==> src/rtl/educell_syndromeacc_pkg.sv <==
// Shared encodings for the EDU cell syndrome accumulator: Pauli values,
// cell state codes and accumulator FSM codes.
package educell_syndromeacc_pkg;

  localparam logic [1:0] PP_I = 2'b00;
  localparam logic [1:0] PP_X = 2'b01;
  localparam logic [1:0] PP_Z = 2'b10;
  localparam logic [1:0] PP_Y = 2'b11;

  localparam logic [2:0] EDUCELL_IDLE     = 3'd0;
  localparam logic [2:0] EDUCELL_ACTIVE   = 3'd1;
  localparam logic [2:0] EDUCELL_BOUNDARY = 3'd2;
  localparam logic [2:0] EDUCELL_FAULT    = 3'd3;

  typedef enum logic [1:0] {
    SYNACC_IDLE  = 2'd0,
    SYNACC_ACCUM = 2'd1,
    SYNACC_DONE  = 2'd2
  } synacc_state_e;

endpackage

==> src/rtl/educell_syndrome_merge.sv <==
// Folds the six neighbour Pauli syndromes into one value plus an activity flag.
// Latency: combinational. Backpressure: none; boundary cells absorb everything.
module educell_syndrome_merge
  import educell_syndromeacc_pkg::*;
(
  input  logic [1:0] syn_nw,
  input  logic [1:0] syn_ne,
  input  logic [1:0] syn_sw,
  input  logic [1:0] syn_se,
  input  logic [1:0] syn_n,
  input  logic [1:0] syn_s,
  input  logic       boundary,
  output logic [1:0] merged,
  output logic       hit
);

  logic [1:0] xor_all;
  logic       any_active;

  // Phase is ignored, so Pauli composition reduces to XOR of the encodings.
  assign xor_all    = syn_nw ^ syn_ne ^ syn_sw ^ syn_se ^ syn_n ^ syn_s;
  assign any_active = (syn_nw != PP_I) || (syn_ne != PP_I) || (syn_sw != PP_I) ||
                      (syn_se != PP_I) || (syn_n  != PP_I) || (syn_s  != PP_I);

  assign merged = boundary ? PP_I : xor_all;
  assign hit    = boundary ? 1'b0 : any_active;

endmodule

==> src/rtl/educell_syndromeacc.sv <==
// Per-cell syndrome accumulator; result offered via valid/ack once the mesh is quiet.
// Latency: inputs reach acc next cycle; valid after QUIET_CYCLES quiet cycles. Holds result until ack.
// Optional hit counter: EDUCELL_SYNACC_HITCNT_EN (undefined -> hit_cnt tied to 0).
module educell_syndromeacc
  import educell_syndromeacc_pkg::*;
#(
  parameter int QUIET_CYCLES = 4,
  parameter int CNT_WIDTH    = 4
) (
  input  logic                 clk,
  input  logic                 rst_n,
  input  logic [2:0]           state,
  input  logic                 round_start,
  input  logic [1:0]           syndrome_in_nw,
  input  logic [1:0]           syndrome_in_ne,
  input  logic [1:0]           syndrome_in_sw,
  input  logic [1:0]           syndrome_in_se,
  input  logic [1:0]           syndrome_in_n,
  input  logic [1:0]           syndrome_in_s,
  input  logic                 correction_ack,
  output logic [1:0]           correction_out,
  output logic                 correction_valid,
  output logic                 syndrome_pending,
  output logic                 busy,
  output logic [CNT_WIDTH-1:0] hit_cnt
);

  localparam int QW = $clog2(QUIET_CYCLES + 1);

  synacc_state_e fsm_q, fsm_d;
  logic [1:0]    acc_q;
  logic [QW-1:0] quiet_q;
  logic [1:0]    merged;
  logic          hit;
  logic          quiet_done;

  educell_syndrome_merge u_merge (
    .syn_nw   (syndrome_in_nw),
    .syn_ne   (syndrome_in_ne),
    .syn_sw   (syndrome_in_sw),
    .syn_se   (syndrome_in_se),
    .syn_n    (syndrome_in_n),
    .syn_s    (syndrome_in_s),
    .boundary (state == EDUCELL_BOUNDARY),
    .merged   (merged),
    .hit      (hit)
  );

  assign quiet_done = !hit && (quiet_q == QW'(QUIET_CYCLES - 1));

  always_ff @(posedge clk or negedge rst_n) begin
    if (!rst_n) fsm_q <= SYNACC_IDLE;
    else        fsm_q <= fsm_d;
  end

  // round_start outranks both quiet completion and ack.
  always_comb begin
    fsm_d = fsm_q;
    if (round_start) begin
      fsm_d = SYNACC_ACCUM;
    end else begin
      case (fsm_q)
        SYNACC_IDLE:  fsm_d = SYNACC_IDLE;
        SYNACC_ACCUM: if (quiet_done) fsm_d = SYNACC_DONE;
        SYNACC_DONE:  if (correction_ack) fsm_d = SYNACC_IDLE;
        default:      fsm_d = SYNACC_IDLE;
      endcase
    end
  end

  always_comb begin
    busy             = (fsm_q == SYNACC_ACCUM);
    correction_valid = (fsm_q == SYNACC_DONE);
    correction_out   = acc_q;
    syndrome_pending = (acc_q != PP_I);
  end

  always_ff @(posedge clk or negedge rst_n) begin
    if (!rst_n) begin
      acc_q   <= PP_I;
      quiet_q <= '0;
    end else if (round_start) begin
      acc_q   <= PP_I;
      quiet_q <= '0;
    end else if (fsm_q == SYNACC_ACCUM) begin
      acc_q   <= acc_q ^ merged;
      quiet_q <= hit ? '0 : quiet_q + QW'(1);
    end
  end

`ifdef EDUCELL_SYNACC_HITCNT_EN
  logic [CNT_WIDTH-1:0] hit_cnt_q;

  always_ff @(posedge clk or negedge rst_n) begin
    if (!rst_n) begin
      hit_cnt_q <= '0;
    end else if (round_start) begin
      hit_cnt_q <= '0;
    end else if ((fsm_q == SYNACC_ACCUM) && hit && (hit_cnt_q != '1)) begin
      hit_cnt_q <= hit_cnt_q + CNT_WIDTH'(1);
    end
  end

  assign hit_cnt = hit_cnt_q;
`else
  assign hit_cnt = '0;
`endif

endmodule

==> config.mk <==
export PLATFORM = sky130hd
export DESIGN_NAME = educell_syndromeacc
export DESIGN_NICKNAME = d
export VERILOG_FILES = /design/src/rtl/educell_syndromeacc_pkg.sv /design/src/rtl/educell_syndrome_merge.sv /design/src/rtl/educell_syndromeacc.sv
export SDC_FILE = /design/constraint.sdc
export NUM_CORES = 1
export LEC_CHECK = 0
export ABC_AREA = 1
export BUFFER_PORTS_ARGS = -buffer_cell sky130_fd_sc_hd__buf_2
export CAP_MARGIN = 20
export CORE_MARGIN = 5
export CORE_UTILIZATION = 43
export CTS_BUF_LIST = sky130_fd_sc_hd__clkbuf_4
export CTS_CLUSTER_DIAMETER = 120
export DETAILED_ROUTE_END_ITERATION = 8
export PLACE_DENSITY = 0.77
export SETUP_SLACK_MARGIN = 0.4
export SLEW_MARGIN = 20
export SYNTH_ARGS = -nofsm -noshare
export SYNTH_HDL_FRONTEND = slang
export SYNTH_SLANG_ARGS = --single-unit
==> constraint.sdc <==
create_clock -name clk -period 1 [get_ports clk]
set_input_delay 0.2 -clock clk [delete_from_list [all_inputs] [get_ports clk]]
set_output_delay 0.2 -clock clk [all_outputs]
set_load 0.05 [all_outputs]
==> results.py <==
metrics = {
    "status": {
        "status": "finished, violations left",
        "violations": "setup timing",
    },
    "worst_setup_path": {
        "worst-r2r-cell-count": 9,
        "path_class": "flip-flop to primary output",
        "startpoint_type": "flip-flop",
        "cp.arrival_ps": 1010,
        "r2r-end": "correction_out[1]",
        "required_ps": 800,
        "slowest_delay_ps": 390,
        "worst_setup_path_end_kind": "primary output",
        "crit_chain": "inv_1 -> nor2_2 -> buf_6",
        "reg2reg_from": "fsm_q[0]",
        "r2r_slack_ps": -150,
        "crit_slowest_cell": "dfrtp_1",
        "cp_max_fo": 2,
    },
    "floorplanning": {
        "ios": 28,
        "fp.dieW_um": 48.4,
        "die_area_um2": 2350,
        "num_rows": 13,
        "initial_core_util_pct": 47.1,
        "fp.dieH_um": 48.4,
        "coreArea_um2": 1350,
    },
    "detailed_routing": {
        "num_vias": 733,
        "viasPerCell": 4.79,
        "first_iter_violations": 15,
        "dr.pass1.iters": 5,
        "ant_nets": 0,
        "wire_per_inst_um": 11.1,
        "drc": 0,
        "wirelength_mm": 1.69,
    },
    "final_layout": {
        "area_growth_pct": 45.1,
        "final_core_util_pct": 68.3,
        "diodes": 0,
        "layout_common_cells": "nand2_1 (30), inv_1 (20), buf_2 (18)",
        "layout.nets": 160,
        "drive_gt1_share_pct": 43.5,
        "mostFrequentLayoutCell": "nand2_1",
    },
    "yosys": {
        "yosysWarnings": 0,
        "synth_seq_area_share_pct": 27.6,
        "synth.avg_cell_area_um2": 6.05,
        "netlist-cell-type-count": 15,
        "netlist_instances": 105,
        "synth-seq-cells": 7,
        "syn_area_um2": 636,
    },
    "hold_path": {
        "hold_path_end": "fsm_q[0]",
        "holdPathStages": 3,
        "min_path_type": "input port to flip-flop",
        "hp-start": "round_start",
    },
    "sta": {
        "timing.final.crit_share_pct": 121,
        "fin_skew_ps": 6.81,
        "rsz0062_at_grt": "true",
        "worst_slack_ps": -207,
        "hold_viol": 0,
        "slew_violations": 0,
        "fmax_mhz": 829,
        "finalCriticalPeriod_ps": 1210,
        "setup_viol_count_final": 12,
    },
    "global_route": {
        "grt-ovfl-total": 0,
        "grt_max_degree": 8,
        "met2_usage_pct": 22.6,
        "grt_pass1_vias": 614,
        "met1_usage_pct": 13.1,
        "busiest_layer": "met2",
        "grt_pass1_wl_mm": 2.42,
        "grt.met3_usage_pct": 5.20,
        "antenna_found_initial": 0,
        "grtUsageTotal_pct": 13.4,
    },
    "power": {
        "p_sw_w": 0.000448,
        "clkPwrFrac_pct": 25.8,
        "p_seq_share_pct": 28.6,
        "p_sw_share_pct": 39.7,
        "combinationalPowerShare_pct": 45.6,
        "finalPower_w": 0.00113,
        "power_density_nw_per_um2": 1230,
        "p_leak_nw": 0.564,
        "p_int_w": 0.000682,
        "ir_worst_vdd_mv": 0.775,
    },
    "clocking": {
        "clock_latency_ps": 270,
        "clk_pin_slew_ps": 50,
        "cts_made_buffers": 3,
        "cts-root-buf": "clkbuf_4",
        "cts.sinks": 7,
        "htree_levels": 1,
        "cts_tree": "built",
        "clockBufferDepth": 2,
    },
    "placement": {
        "hpwlAfterDp_mm": 1.29,
        "port_buffers": 23,
        "detailedPlace.worstSlack_ps": -126,
        "place.gp.congestion": 0.734,
    },
    "job": {
        "maxCapViolations": 0,
    },
}
-- synthesized netlist by cell type --
library cell	count	share of area, %
inv_2	1	0.59
ha_1	2	3.9
nor2_4	1	1.8
nand4_1	3	3.0
a21oi_1	2	1.6
buf_4	4	4.7
dfrtp_1	7	28
nand3b_1	1	1.2
nand3_1	7	5.5
nand2_1	34	20
conb_1	1	0.59
inv_1	26	15
nand2_2	6	5.9
o21ai_2	3	4.1
nor2_1	7	4.1
-- timing repair --
item / CTS / global route
setup buffers: 4 / 1
resized for setup: 13 / 13
hold endpoints to repair: 7 / 0
setup endpoints to repair: 12 / 12
pin swaps: 2 / 7
hold buffers: 1 / 0
-- layout make-up --
class | instances | area [um^2]
Fill cell | 116 | 428
Multi-Input combinational cell | 70 | 373
Timing Repair Buffer | 30 | 220
Sequential cell | 7 | 176
Inverter | 27 | 104
Clock buffer | 4 | 30.0
Tap cell | 15 | 18.8
-- through the flow --
step	hold WS (ps)	cells	TNS, ps	cell area [um^2]
final	219	153	-1490	922
after detailed placement	38.5	143	-580	767
after CTS	222	152	-1200	871
after global routing	246	153	-2190	922
after global placement	37.7	143	-195	767
after floorplan	-95.6	108	-1280	656
-- metal layers --
metal	vias to the layer above	part of all wire, %
met5	-	0
met4	0	5.5
met3	10	5.7
met2	30	53
met1	324	36
li1	369	-
-- worst max-delay path by stage --
| stage | from | end | slack, ps | cells past startpoint |
|---|---|---|---|---|
| global route | fsm_q[1] | correction_valid | -240 | 3 |
| finish | fsm_q[1] | correction_valid | -210 | 3 |
| floorplan | fsm_q[0] | correction_out[0] | -200 | 8 |
| detailed placement | syndrome_in_nw[0] | fsm_q[0] | -130 | 9 |
| CTS | fsm_q[1] | correction_valid | -190 | 3 |
| global placement | syndrome_in_nw[0] | fsm_q[0] | -50 | 9 |
-- sequential cells by signal, indices dropped and copies added (netlist names) --
signal / cells
fsm_q: 2
correction_out: 2
quiet_q: 3
-- cells by family after synthesis --
kind of cell             synth area share, %
AND/OR/NAND/NOR                         41.5
buffers and inverters                   20.7
adder cells (fa/ha/maj)                 3.94
AO/OA/AOI/OAI                           5.71
other                                  0.590
flip-flops                              27.6
-- critical path: cells and delay by family, from the launching register on --
family / cells / cell delay, ps
buffers and inverters: 2 / 230
DFF: 1 / 390
and+or+nand+nor: 1 / 110
-- power by group through the flow --
stage / Clock, W / Combinational [W] / Sequential, W
floorplan: 0 / 0.000259 / 0.000359
global placement: 0 / 0.000373 / 0.000323
detailed placement: 0 / 0.000388 / 0.000324
CTS: 0.000290 / 0.000453 / 0.000323
global route: 0.000311 / 0.000558 / 0.000326
finish: 0.000292 / 0.000515 / 0.000323
Power figures use the tool's default switching activity.
